**src/rtl/usb_in_sched_if.sv**
```systemverilog
// Signal bundle between the IN scheduler, firmware, byte memory and IN FIFO.
// Handshake semantics: there is no valid/ready pair here. start, abort,
// in_sent, zlp_set, done, fifo_sclr, mem_rd and fifo_wrreq are single-cycle
// strobes that take effect on the rising clk edge where they are high.
// mem_q is valid exactly one cycle after mem_rd. fifo_empty is a level.
// The slave modport is the scheduler; the master modport is its environment.
interface usb_in_sched_if #(
    parameter int ADDR_W = 8
);
    logic              start;
    logic [ADDR_W-1:0] base_addr;
    logic [15:0]       desc_len;
    logic [15:0]       req_len;
    logic              abort;
    logic              mem_rd;
    logic [ADDR_W-1:0] mem_addr;
    logic [7:0]        mem_q;
    logic              fifo_wrreq;
    logic [7:0]        fifo_data;
    logic              fifo_empty;
    logic              fifo_sclr;
    logic              zlp_set;
    logic              in_sent;
    logic              busy;
    logic              done;
    logic [15:0]       byte_cnt;
    logic [2:0]        dbg_state;

    modport slave (
        input  start, base_addr, desc_len, req_len, abort, mem_q,
               fifo_empty, in_sent,
        output mem_rd, mem_addr, fifo_wrreq, fifo_data, fifo_sclr,
               zlp_set, busy, done, byte_cnt, dbg_state
    );

    modport master (
        output start, base_addr, desc_len, req_len, abort, mem_q,
               fifo_empty, in_sent,
        input  mem_rd, mem_addr, fifo_wrreq, fifo_data, fifo_sclr,
               zlp_set, busy, done, byte_cnt, dbg_state
    );
endinterface

```
**src/rtl/usb_in_sched.sv**
```systemverilog
// IN endpoint scheduler: streams a byte buffer into the IN FIFO as a series
// of max-packet packets, clamps to the host-requested length and arms a
// zero-length packet when the transfer ends on a packet boundary short of
// the requested length.
module usb_in_sched #(
    parameter int MAX_PKT = 8,
    parameter int ADDR_W  = 8
) (
    input  logic          clk,
    input  logic          reset,
    usb_in_sched_if.slave io_bus
);
    localparam int PKT_BITS = $clog2(MAX_PKT);
    localparam int CHUNK_W  = PKT_BITS + 1;

    typedef enum logic [2:0] {
        S_IDLE,
        S_WAIT_EMPTY,
        S_RD,
        S_WR,
        S_WAIT_SENT,
        S_ZLP,
        S_WAIT_ZLP,
        S_DONE
    } state_t;

    state_t              r_state;
    state_t              w_next;
    logic [15:0]         r_remaining;
    logic [15:0]         r_byte_cnt;
    logic [ADDR_W-1:0]   r_addr;
    logic [CHUNK_W-1:0]  r_chunk;
    logic                r_need_zlp;
    logic                r_sclr;

    logic [15:0]         w_xfer_len;
    logic                w_need_zlp;
    logic [CHUNK_W-1:0]  w_chunk_init;
    logic                w_abort;
    logic                w_load;
    logic                w_chunk_load;
    logic                w_wr_step;
    logic                w_mem_rd;
    logic                w_fifo_wr;
    logic                w_zlp;
    logic                w_done;

    // abort only means something while a transfer is in flight
    assign w_abort    = io_bus.abort && (r_state != S_IDLE);
    assign w_xfer_len = (io_bus.desc_len < io_bus.req_len) ? io_bus.desc_len : io_bus.req_len;
    // a short transfer ending exactly on a packet boundary (including zero
    // bytes) needs a ZLP so the host sees the end of the data stage
    assign w_need_zlp = (w_xfer_len < io_bus.req_len) && (w_xfer_len[PKT_BITS-1:0] == '0);
    assign w_chunk_init = (r_remaining >= 16'(MAX_PKT)) ? CHUNK_W'(MAX_PKT)
                                                        : r_remaining[CHUNK_W-1:0];

    // state register
    always_ff @(posedge clk) begin
        if (reset) begin
            r_state <= S_IDLE;
        end else begin
            r_state <= w_next;
        end
    end

    // next-state logic and per-state strobes; abort overrides every transition
    always_comb begin
        w_next       = r_state;
        w_load       = 1'b0;
        w_chunk_load = 1'b0;
        w_wr_step    = 1'b0;
        w_mem_rd     = 1'b0;
        w_fifo_wr    = 1'b0;
        w_zlp        = 1'b0;
        w_done       = 1'b0;
        case (r_state)
            S_IDLE: begin
                if (io_bus.start) begin
                    w_load = 1'b1;
                    w_next = (w_xfer_len != 16'd0) ? S_WAIT_EMPTY : S_ZLP;
                end
            end
            S_WAIT_EMPTY: begin
                if (io_bus.fifo_empty) begin
                    w_chunk_load = 1'b1;
                    w_next       = S_RD;
                end
            end
            S_RD: begin
                w_mem_rd = 1'b1;
                w_next   = S_WR;
            end
            S_WR: begin
                w_fifo_wr = 1'b1;
                w_wr_step = 1'b1;
                w_next    = (r_chunk == CHUNK_W'(1)) ? S_WAIT_SENT : S_RD;
            end
            S_WAIT_SENT: begin
                if (io_bus.in_sent) begin
                    if (r_remaining != 16'd0) begin
                        w_next = S_WAIT_EMPTY;
                    end else if (r_need_zlp) begin
                        w_next = S_ZLP;
                    end else begin
                        w_next = S_DONE;
                    end
                end
            end
            S_ZLP: begin
                w_zlp  = 1'b1;
                w_next = S_WAIT_ZLP;
            end
            S_WAIT_ZLP: begin
                if (io_bus.in_sent) begin
                    w_next = S_DONE;
                end
            end
            S_DONE: begin
                w_done = 1'b1;
                w_next = S_IDLE;
            end
            default: begin
                w_next = S_IDLE;
            end
        endcase
        if (w_abort) begin
            w_next       = S_IDLE;
            w_load       = 1'b0;
            w_chunk_load = 1'b0;
            w_wr_step    = 1'b0;
        end
    end

    // transfer bookkeeping: address, remaining bytes, packet chunk, byte count
    always_ff @(posedge clk) begin
        if (reset) begin
            r_remaining <= '0;
            r_byte_cnt  <= '0;
            r_addr      <= '0;
            r_chunk     <= '0;
            r_need_zlp  <= 1'b0;
            r_sclr      <= 1'b0;
        end else begin
            r_sclr <= w_abort;
            if (w_load) begin
                r_remaining <= w_xfer_len;
                r_addr      <= io_bus.base_addr;
                r_byte_cnt  <= '0;
                r_need_zlp  <= w_need_zlp;
            end
            if (w_chunk_load) begin
                r_chunk <= w_chunk_init;
            end
            if (w_wr_step) begin
                r_addr      <= r_addr + 1'b1;
                r_remaining <= r_remaining - 16'd1;
                r_byte_cnt  <= r_byte_cnt + 16'd1;
                r_chunk     <= r_chunk - 1'b1;
            end
        end
    end

    assign io_bus.mem_rd     = w_mem_rd;
    assign io_bus.mem_addr   = w_mem_rd ? r_addr : '0;
    assign io_bus.fifo_wrreq = w_fifo_wr;
    assign io_bus.fifo_data  = w_fifo_wr ? io_bus.mem_q : 8'h00;
    assign io_bus.fifo_sclr  = r_sclr;
    assign io_bus.zlp_set    = w_zlp;
    assign io_bus.done       = w_done;
    // busy falls in the same cycle that done pulses
    assign io_bus.busy       = (r_state != S_IDLE) && (r_state != S_DONE);
    assign io_bus.byte_cnt   = r_byte_cnt;
    assign io_bus.dbg_state  = r_state;
endmodule

```
**src/flat_wrapper.sv**
```systemverilog
// flat-port wrapper written by rule: the top's interface ports become plain ports
module usb_in_sched_flat 
#(
    parameter int MAX_PKT = 8,
    parameter int ADDR_W  = 8
)
  (clk, reset, io_bus_start, io_bus_base_addr, io_bus_desc_len, io_bus_req_len, io_bus_abort, io_bus_mem_q, io_bus_fifo_empty, io_bus_in_sent, io_bus_mem_rd, io_bus_mem_addr, io_bus_fifo_wrreq, io_bus_fifo_data, io_bus_fifo_sclr, io_bus_zlp_set, io_bus_busy, io_bus_done, io_bus_byte_cnt, io_bus_dbg_state);
  usb_in_sched_if #(.ADDR_W(ADDR_W)) io_bus_i ();
  input  logic clk;
  input  logic reset;
  input wire logic [$bits(io_bus_i.start)-1:0] io_bus_start;
  input wire logic [$bits(io_bus_i.base_addr)-1:0] io_bus_base_addr;
  input wire logic [$bits(io_bus_i.desc_len)-1:0] io_bus_desc_len;
  input wire logic [$bits(io_bus_i.req_len)-1:0] io_bus_req_len;
  input wire logic [$bits(io_bus_i.abort)-1:0] io_bus_abort;
  input wire logic [$bits(io_bus_i.mem_q)-1:0] io_bus_mem_q;
  input wire logic [$bits(io_bus_i.fifo_empty)-1:0] io_bus_fifo_empty;
  input wire logic [$bits(io_bus_i.in_sent)-1:0] io_bus_in_sent;
  output wire logic [$bits(io_bus_i.mem_rd)-1:0] io_bus_mem_rd;
  output wire logic [$bits(io_bus_i.mem_addr)-1:0] io_bus_mem_addr;
  output wire logic [$bits(io_bus_i.fifo_wrreq)-1:0] io_bus_fifo_wrreq;
  output wire logic [$bits(io_bus_i.fifo_data)-1:0] io_bus_fifo_data;
  output wire logic [$bits(io_bus_i.fifo_sclr)-1:0] io_bus_fifo_sclr;
  output wire logic [$bits(io_bus_i.zlp_set)-1:0] io_bus_zlp_set;
  output wire logic [$bits(io_bus_i.busy)-1:0] io_bus_busy;
  output wire logic [$bits(io_bus_i.done)-1:0] io_bus_done;
  output wire logic [$bits(io_bus_i.byte_cnt)-1:0] io_bus_byte_cnt;
  output wire logic [$bits(io_bus_i.dbg_state)-1:0] io_bus_dbg_state;
  assign io_bus_i.start = io_bus_start;
  assign io_bus_i.base_addr = io_bus_base_addr;
  assign io_bus_i.desc_len = io_bus_desc_len;
  assign io_bus_i.req_len = io_bus_req_len;
  assign io_bus_i.abort = io_bus_abort;
  assign io_bus_i.mem_q = io_bus_mem_q;
  assign io_bus_i.fifo_empty = io_bus_fifo_empty;
  assign io_bus_i.in_sent = io_bus_in_sent;
  assign io_bus_mem_rd = io_bus_i.mem_rd;
  assign io_bus_mem_addr = io_bus_i.mem_addr;
  assign io_bus_fifo_wrreq = io_bus_i.fifo_wrreq;
  assign io_bus_fifo_data = io_bus_i.fifo_data;
  assign io_bus_fifo_sclr = io_bus_i.fifo_sclr;
  assign io_bus_zlp_set = io_bus_i.zlp_set;
  assign io_bus_busy = io_bus_i.busy;
  assign io_bus_done = io_bus_i.done;
  assign io_bus_byte_cnt = io_bus_i.byte_cnt;
  assign io_bus_dbg_state = io_bus_i.dbg_state;
  usb_in_sched #(.MAX_PKT(MAX_PKT), .ADDR_W(ADDR_W)) u_core (.clk(clk), .reset(reset), .io_bus(io_bus_i));
endmodule
```
**config.mk**
```make
export PLATFORM = sky130hd
export DESIGN_NAME = usb_in_sched_flat
export DESIGN_NICKNAME = d
export VERILOG_FILES = /design/src/rtl/usb_in_sched_if.sv /design/src/rtl/usb_in_sched.sv /design/src/flat_wrapper.sv
export SDC_FILE = /design/constraint.sdc
export NUM_CORES = 1
export LEC_CHECK = 0
export CAP_MARGIN = 40
export CORE_MARGIN = 3
export CORE_UTILIZATION = 40
export DETAILED_ROUTE_END_ITERATION = 8
export PLACE_DENSITY_LB_ADDON = 0.25
export SYNTH_ARGS = -nofsm -noshare
export SYNTH_HDL_FRONTEND = slang
export SYNTH_SLANG_ARGS = --single-unit
```
**constraint.sdc**
```tcl
create_clock -name clk -period 5.88 [get_ports clk]
set_input_delay 1.764 -clock clk [delete_from_list [all_inputs] [get_ports clk]]
set_output_delay 1.764 -clock clk [all_outputs]
set_load 0.01 [all_outputs]
```
; Word-level counts from Yosys, hierarchy flattened
; Index checks and enable logic that the tools add are counted.
[op_classes]
eq_ne = 13
addsub = 4
mux = 32
n_reduce_logical = 12
magnitude_cmp = 3
[ops]
columns = cell, count
row1 = $mux W16, 5
row2 = $lt A16 B16 Y1, 2
row3 = $mux W8, 4
row4 = $reduce_bool A16 Y1, 2
row5 = $pmux W3 S8, 1
row6 = $mux W3, 7
row7 = $add A16 B1 Y16 const B, 1
row8 = $ge A16 B4 Y1 const B, 1
row9 = $sub A16 B1 Y16 const B, 1
row10 = $eq A3 B3 Y1 const B, 4
row11 = $mux W4, 3
row12 = $mux W1, 11
row13 = $add A8 B1 Y8 const B, 1
row14 = $ne A2 B2 Y1 const B, 4
row15 = $eq A3 B2 Y1 const B, 2
row16 = $logic_not A3 Y1, 2
row17 = $eq A4 B1 Y1 const B, 1
row18 = $reduce_and A4 Y1, 1
row19 = $reduce_bool A2 Y1, 2
row20 = $sub A4 B1 Y4 const B, 1
row21 = $eq A3 B1 Y1 const B, 1
row22 = $logic_and A1 B1 Y1, 3
row23 = $ne A3 B3 Y1 const B, 1
row24 = $reduce_bool A3 Y1, 1
row25 = other kinds (2), 2
[word_totals]
inputBits = 54
reg_bits = 49
word_cells = 71

; Depth between registers and ports, before layout
; Gate-level depths: netlist (run 1).
[logic_depth]
word_depth = 6
depth_mapped = 17
depth_no_buf = 14

; Worst setup path after synthesis (run 1)
; Ideal clock, no wire load.
[synth_path]
path_kind = in2reg
from = input port io_bus_req_len[15]
to = register u_core.r_need_zlp
required_ps = 5793
path_buffers = 2
cell_stages = 15
arrival_time_ps = 4791
path_slack_ps = 1002
cell_sequence = inv_1 > ha_1 > nand4_1 > or3_1 > a2111oi_0 > or3_1 > buf_2 > buf_2 > mux2_2 > ha_1 > a21oi_1 > o21ai_0 > a2111oi_0 > o21ai_0 > o31ai_1
[synth_between]
elab_chain_cells = 4
[synth_rtl]
columns = item, line
row1 = "start, declared", flat_wrapper.sv:14  ; input wire logic [$bits(io_bus_i.req_len)-1:0] io_bus_req_len;
row2 = $lt A16 B16 Y1, usb_in_sched.sv:50  ; assign w_xfer_len = (io_bus.desc_len < io_bus.req_len) ? io_bus.desc_len : io_bus.req_len;
row3 = $mux W16, usb_in_sched.sv:50
row4 = $lt A16 B16 Y1 / $logic_not A3 Y1 (equally long branches), usb_in_sched.sv:53  ; assign w_need_zlp = (w_xfer_len < io_bus.req_len) && (w_xfer_len[PKT_BITS-1:0] == '0);
row5 = $logic_and A1 B1 Y1 *, usb_in_sched.sv:53
row6 = "end signal, assigned", usb_in_sched.sv:149  ; r_need_zlp <= w_need_zlp;
row7 = "end, declared", usb_in_sched.sv:33  ; logic r_need_zlp;
; Every way passes the cells marked *; elsewhere a longest branch is shown, timed or not.
; A chain may end at the register's enable or synchronous reset.

; Worst setup path in the final report (run 1)
; Ends and elaborated chain as after synthesis.

==> metrics.md, run 1 <==
| Metric | Value |
|---|---|
| DRC | 0 |
| Crit path cell chain | clkdlybuf4s50_1 -> inv_1 -> ha_1 -> nand4_1 -> or3_1 -> a2111oi_0 -> or3_1 -> buf_4 -> mux2_4 -> ha_1 -> a21oi_1 -> o21ai_0 -> a2111oi_0 -> o21ai_0 -> o31ai_1 |
| Synth Area in Simple Gates | 28.58% |
| Part of the Yosys area used for sequential elements | 25.31% |
| Min-delay src | u_core.r_need_zlp$_SDFFE_PP0P_ |
| Multi-input logic area | 2679 µm² |
| Crit Reg-Reg Endpoint | u_core.r_remaining[12]$_SDFFE_PP0P_ |
| Vias/cell | 5.667 |
| Max-cap violations | 0 |
| Largest family of logic cells by synthesized area | simple AND/OR/NAND/NOR gates |
| Synth-to-Final Area Change | 29.48% |
| CTS tree | done |
| CP delay by family, top | compound AO/OA/AOI/OAI gates |
| GP Congestion | 0.9545 |
| Syn Inst Count | 501 |
| Worst min path class | flip-flop to flip-flop |
| Initial antenna violation count | 0 |
| # rows | 35 |
| Fmax | 182.8 MHz |
| Vias in the first global route | 3813 |
| Critical Path Stages | 15 |
| Relative slew slack | 51.94% |
| Cell area after synthesis | 3875 µm² |
| Core area | 9328 µm² |
| Adder-cell share of the synthesized area | 11.62% |
| Synth Warn # | 0 |
| Iteration count of the initial detailed-routing pass | 5 |
| Total CTS buffers | 5 |
| # port buffers | 94 |
| Total number of vias | 4035 |
| CP Buf/Inv Count | 3 |
| Hold path cells | 2 |
| Sum Neg Setup Slack | 0 ns |
| Routed WL per cell | 15.22 µm |
| PD cells | 164.6 nW/µm² |
| Net count after synthesis | 591 |
| Detailed Route WL | 10840 µm |
| Synth Register Bits | 49 |
| Gr usage total | 19.49% |
| CP max stage cell | clkdlybuf4s50_1 |
| Crit share post-route | 93.01% |
| Data required time of the critical path | 6.11 ns |
| Routed Antenna Nets | 0 |
| Most frequent cells in the layout | 93 x clkdlybuf4s50_1, 49 x dfxtp_1, 47 x nor2_1 |
| Die Height | 104.4 µm |
| Setup Buffers After CTS | 0 |
| # IOs | 95 |
| H-tree depth | 2 |
| Worst-Skew Late Latency | 0.31 ns |
| Crit path launch type | input port |
| Max Slew Vio Count | 0 |
| Post-CTS Resized | 0 |
| Status | finished, final reports clean |
| RSZ-0062 raised after global routing | no |
| CTS max path bufs | 2 |
| Die area | 10900 µm² |
| Total Power | 0.8258 mW |
| Mean Syn Cell Area | 7.734 µm² |
| DIE WIDTH | 104.4 µm |
| Number of distinct library cells after synthesis | 62 |
| Reg area | 980.9 µm² |
| Minimum clock period | 5.469 ns |
| # nets final | 672 |
| CTS Sinks | 49 |
| Post-synthesis mux area share | 6.200% |
| WP data arrival | 5.69 ns |
| VDD IR max | 0.1026 mV |
| Largest net degree at the start of global routing | 38 |
| Worst R2R Setup Slack | 3.11 ns |
| Setup CP Type | input port to flip-flop |
| Final hold vios | 0 |
| Post-synth EDFFs | 0 |
| Compound-gate portion of the synthesized area | 21.44% |
| Finish-stage setup viols | 0 |
| Crit. End Element | flip-flop |
| FF-to-FF Start | u_core.io_bus.dbg_state[1]$_SDFFE_PP0P_ |
| Root Driver | clkbuf_8 |
| XOR/XNOR share of the synthesized area | 0.9041% |
| R2R depth | 7 |
| Most common cell after layout, fill and taps aside | clkdlybuf4s50_1 |
| Crit path largest cell delay | 0.54 ns |
| CP max FO | 5 |
| N_diodes | 0 |
| Global-route wire length before repair | 18120 µm |
| Layout cell share with drive strength beyond 1 | 7.204% |
| Post-synth ARST share | 0% |
| Initial Util | 41.54% |
| Tightest Pin Transition | 0.7183 ns |
| Synth Flop Type | dfxtp_1 |
| Initial drt markers | 212 |
| Hold endpoint | u_core.r_need_zlp$_SDFFE_PP0P_ |
| Worst Skew | 0.01161 ns |
| Total gr overflow | 0 |
| Leakage | 1.864 nW |
| Hold-fix buffers, CTS | 0 |
| Clock-pin slew on the worst setup and hold paths | 0.09 ns |
| Final HPWL DP | 8493 µm |
| Fill cells | 892 |
worst max-delay path by stage:
stage | slack [ns] | from | end
final | 0.41 | io_bus_req_len[15] | u_core.r_need_zlp$_SDFFE_PP0P_
after global routing | 0.09 | io_bus_req_len[15] | u_core.r_need_zlp$_SDFFE_PP0P_
after CTS | 0.42 | io_bus_req_len[15] | u_core.r_need_zlp$_SDFFE_PP0P_
after detailed placement | 0.12 | io_bus_req_len[15] | u_core.r_need_zlp$_SDFFE_PP0P_
after global placement | 0.26 | io_bus_req_len[15] | u_core.r_need_zlp$_SDFFE_PP0P_
after floorplan | 1.00 | io_bus_req_len[15] | u_core.r_need_zlp$_SDFFE_PP0P_
synth_stat cells (11+ instances only):
| master | instances | area [µm²] |
|---|---|---|
| nand3_1 | 12 | 60.06 |
| inv_1 | 26 | 97.59 |
| a21oi_1 | 41 | 205.2 |
| nor2_1 | 47 | 176.4 |
| mux2_2 | 12 | 135.1 |
| nand2_1 | 45 | 168.9 |
| and2_1 | 19 | 118.9 |
| ha_1 | 36 | 450.4 |
| o21ai_0 | 26 | 130.1 |
| nor3_1 | 22 | 110.1 |
| nor4_1 | 11 | 68.82 |
| clkbuf_1 | 18 | 67.56 |
| dfxtp_1 | 49 | 980.9 |
layout make-up:
| class | count | share of cell area, % |
|---|---|---|
| Multi-Input combinational cell | 397 | 53.39 |
| Sequential cell | 49 | 19.55 |
| Clock inverter | 3 | 0.5237 |
| Clock buffer | 5 | 1.372 |
| Inverter | 26 | 1.945 |
| Timing Repair Buffer | 103 | 20.00 |
| Tap cell | 129 | 3.217 |
stage by stage:
step	instance area [µm²]	setup slack [ns]	hold WS [ns]	std cells	util, %
2_1_floorplan	3875	1.002	0.4197	501	-
3_3_place_gp	4922	0.2556	0.4751	704	52.77
3_5_place_dp	4922	0.1193	0.4807	704	52.77
4_1_cts	5017	0.4194	0.4940	712	53.79
5_1_grt	5017	0.09240	0.5288	712	53.79
6_report	5017	0.4107	0.4970	712	53.79
state kept, by name (all words and copies together), names as in the netlist:
| register | count |
|---|---|
| u_core.r_remaining | 16 |
| u_core.r_chunk | 4 |
| u_core.io_bus.dbg_state | 3 |
| u_core.io_bus.fifo_sclr | 1 |
| u_core.io_bus.byte_cnt | 16 |
| u_core.r_addr | 8 |
| u_core.r_need_zlp | 1 |
worst reg2reg max path, delay by kind of cell, from the launching register on:
kind,cells,cell delay [ns]
flops,1,0.69
simple gates,3,1.30
buf+inv,1,0.26
compound gates,3,0.39
kinds of logic after synthesis:
logic type,count (synthesis)
and+or+nand+nor,211
adders and majority gates,36
muxes,20
xor gates and xnor gates,4
DFF,49
buffers and inverters,55
AOI/OAI and AO/OA,126
per-layer routing:
| metal | track usage [%] | wire length (µm) | part of all wire (%) | up-vias |
|---|---|---|---|---|
| li1 | - | - | - | 2012 |
| met1 | 24.06 | 4873 | 45 | 1873 |
| met2 | 35.06 | 5210 | 48 | 137 |
| met3 | 3.414 | 621 | 5.7 | 13 |
| met4 | 4.463 | 135 | 1.2 | 0 |
| met5 | 0 | 0 | 0 | - |
power by group:
group / internal, mW / switching (mW)
clock: 0.0868 / 0.128
combinational: 0.116 / 0.129
sequential: 0.348 / 0.0190
total: 0.550 / 0.275
No activity file was read; power rests on OpenSTA's default activity.
==> run 2: changes to the inputs <==
--- a/config.mk
+++ b/config.mk
@@ -5,10 +5,12 @@
 export SDC_FILE = /design/constraint.sdc
 export NUM_CORES = 1
 export LEC_CHECK = 0
+export ABC_CLOCK_PERIOD_IN_PS = 5880
 export CAP_MARGIN = 40
 export CORE_MARGIN = 3
 export CORE_UTILIZATION = 40
 export DETAILED_ROUTE_END_ITERATION = 8
+export HOLD_SLACK_MARGIN = 0.05
 export PLACE_DENSITY_LB_ADDON = 0.25
 export SYNTH_ARGS = -nofsm -noshare
 export SYNTH_HDL_FRONTEND = slang
==> results of run 2 <==
Final layout, timing and power as in run 1 (identical DEF).
==> run 3: changes to the inputs <==
--- a/config.mk
+++ b/config.mk
@@ -7,8 +7,7 @@
 export LEC_CHECK = 0
 export ABC_CLOCK_PERIOD_IN_PS = 5880
 export CAP_MARGIN = 40
-export CORE_MARGIN = 3
-export CORE_UTILIZATION = 40
+export CORE_UTILIZATION = 45
 export DETAILED_ROUTE_END_ITERATION = 8
 export HOLD_SLACK_MARGIN = 0.05
 export PLACE_DENSITY_LB_ADDON = 0.25
==> run 3 against run 2 <==
- sequential share of layout area rose by 0.16 points
- global-route usage rose by 5.0 points
- hold slack got worse by 0.039 ns
- highest routed layer unchanged
- wire length fell by 0.79%
- final cell count fell by 3.7%
- largest power group unchanged
- combinational power barely moved
- first-iteration DRC count rose by 17%
- core utilization rose by 6.5 points
- non-clock buffer count fell by 2
- total power fell by 1.8%
- setup slack improved by 0.049 ns
==> metrics.md, run 3 (synthesized netlist as in run 1, its figures left out) <==
| Metric | Value |
|---|---|
| Detailed Route WL | 10750 µm |
| Iteration count of the initial detailed-routing pass | 5 |
| DIE WIDTH | 94.80 µm |
| Worst min path class | flip-flop to flip-flop |
| Crit. End Element | flip-flop |
| Gr usage total | 24.47% |
| Die area | 8986 µm² |
| GP Congestion | 0.8889 |
| # port buffers | 94 |
| CP delay by family, top | compound AO/OA/AOI/OAI gates |
| Data required time of the critical path | 6.11 ns |
| Initial drt markers | 248 |
| Most common cell after layout, fill and taps aside | clkdlybuf4s50_1 |
| H-tree depth | 2 |
| Setup ws final | 0.4593 ns |
| Final HPWL DP | 8145 µm |
| Fill cells | 767 |
| Crit path cell chain | clkdlybuf4s50_1 -> inv_1 -> ha_1 -> nand4_1 -> or3_1 -> a2111oi_1 -> or3_1 -> buf_12 -> mux2_2 -> ha_1 -> a21oi_1 -> o21ai_0 -> a2111oi_1 -> o21ai_0 -> o31ai_1 |
| Vias in the first global route | 3756 |
| Vias/cell | 5.879 |
| Initial Util | 46.92% |
| VDD IR max | 0.1201 mV |
| Setup CP Type | input port to flip-flop |
| Worst R2R Setup Slack | 3.18 ns |
| Tightest Pin Transition | 0.7450 ns |
| Routed WL per cell | 15.68 µm |
| # rows | 33 |
| Finish-stage setup viols | 0 |
| CP Buf/Inv Count | 3 |
| Routed Antenna Nets | 0 |
| Crit path largest cell delay | 0.51 ns |
| Core area | 8258 µm² |
| Largest net degree at the start of global routing | 45 |
| Total number of vias | 4033 |
| Sum Neg Setup Slack | 0 ns |
| Multi-input logic area | 2681 µm² |
| Minimum clock period | 5.421 ns |
| CP max stage cell | clkdlybuf4s50_1 |
| PD cells | 163.0 nW/µm² |
| CP max FO | 26 |
| CTS Sinks | 49 |
| Worst-Skew Late Latency | 0.31 ns |
| Final core utilization | 60.26% |
| Leakage | 1.855 nW |
| CTS tree | done |
| DRC | 0 |
| Crit path launch type | input port |
| Total gr overflow | 0 |
| Relative slew slack | 50.21% |
| Global-route wire length before repair | 17460 µm |
| Root Driver | clkbuf_8 |
| Fmax | 184.5 MHz |
| WP data arrival | 5.65 ns |
| RSZ-0062 raised after global routing | no |
| # nets final | 670 |
| Crit share post-route | 92.19% |
| Reg area | 980.9 µm² |
| Worst Skew | 0.01316 ns |
| CTS max path bufs | 2 |
| N_diodes | 0 |
| Max-cap violations | 0 |
| Die Height | 94.80 µm |
| Final hold vios | 0 |
| Dpl ws | 0.1714 ns |
| Initial antenna violation count | 0 |
| # IOs | 95 |
| Synth-to-Final Area Change | 28.41% |
| Status | finished, final reports clean |
| Clock-pin slew on the worst setup and hold paths | 0.10 ns |
| Most frequent cells in the layout | 93 x clkdlybuf4s50_1, 49 x dfxtp_1, 47 x nor2_1 |
| Total Power | 0.8109 mW |
| Total CTS buffers | 5 |
| Max Slew Vio Count | 0 |
| Layout cell share with drive strength beyond 1 | 6.540% |
[run 3: cell types whose count changed in the layout (fill, tap and decap cells not counted), sizes merged]
cell / before / now
buf: 10 / 8
clkbuf: 5 / 7
clkinvlp: 2 / 1
inv: 27 / 26
[run 3: path summary, 6_finish.rpt]
kind,startpoint,to,depth (start not counted)
max reg2reg,u_core.io_bus.dbg_state[1]$_SDFFE_PP0P_,u_core.r_remaining[12]$_SDFFE_PP0P_,7
min,u_core.r_need_zlp$_SDFFE_PP0P_,u_core.r_need_zlp$_SDFFE_PP0P_,2
min reg2reg,u_core.r_need_zlp$_SDFFE_PP0P_,u_core.r_need_zlp$_SDFFE_PP0P_,2
max,io_bus_req_len[15],u_core.r_need_zlp$_SDFFE_PP0P_,15
[run 3: final cells by class]
class                   instances  share of cell area [%]
clock inverters                 1                  0.1509
inverters                      26                   1.961
well taps                     105                   2.640
repair buffers                101                   20.12
multi-input cells             397                   53.88
clock buffers                   7                   1.534
flip-flops and latches         49                   19.71
[run 3: per-layer routing]
layer / track usage [%] / vias up / wire [µm]
li1: - / 2007 / -
met4: 6.313 / 0 / 138
met2: 43.05 / 137 / 5140
met3: 3.865 / 15 / 699
met5: 0 / - / 0
met1: 30.85 / 1874 / 4776
[run 3: worst register-to-register path, stage by stage (launching register included)]
cell and delay [ns]:
dfxtp_1 0.71, nor4bb_4 0.38, buf_4 0.27, nand3b_1 0.35, or4_1 0.58, a21oi_1 0.19
a21oi_1 0.06, o41ai_1 0.06
[run 3: metrics by stage]
stage / instances / instance area [µm²] / hold slack (ns)
2_1_floorplan: 501 / 3875 / 0.4197
3_3_place_gp: 678 / 4890 / 0.4477
3_5_place_dp: 678 / 4890 / 0.4417
4_1_cts: 686 / 4974 / 0.4601
5_1_grt: 686 / 4976 / 0.4866
6_report: 686 / 4976 / 0.4579
[run 3: timing repair]
item                       in CTS  in global routing
buffers inserted                0                  0
setup endpoints to repair       0                  1
hold buffers                    0                  0
resized for setup               0                  2
[run 3: power breakdown]
part           leakage [nW]  total [mW]  internal [mW]  switching [mW]
combinational          1.42       0.247          0.117           0.130
sequential            0.399       0.367          0.348          0.0193
clock                0.0385       0.197         0.0844           0.112
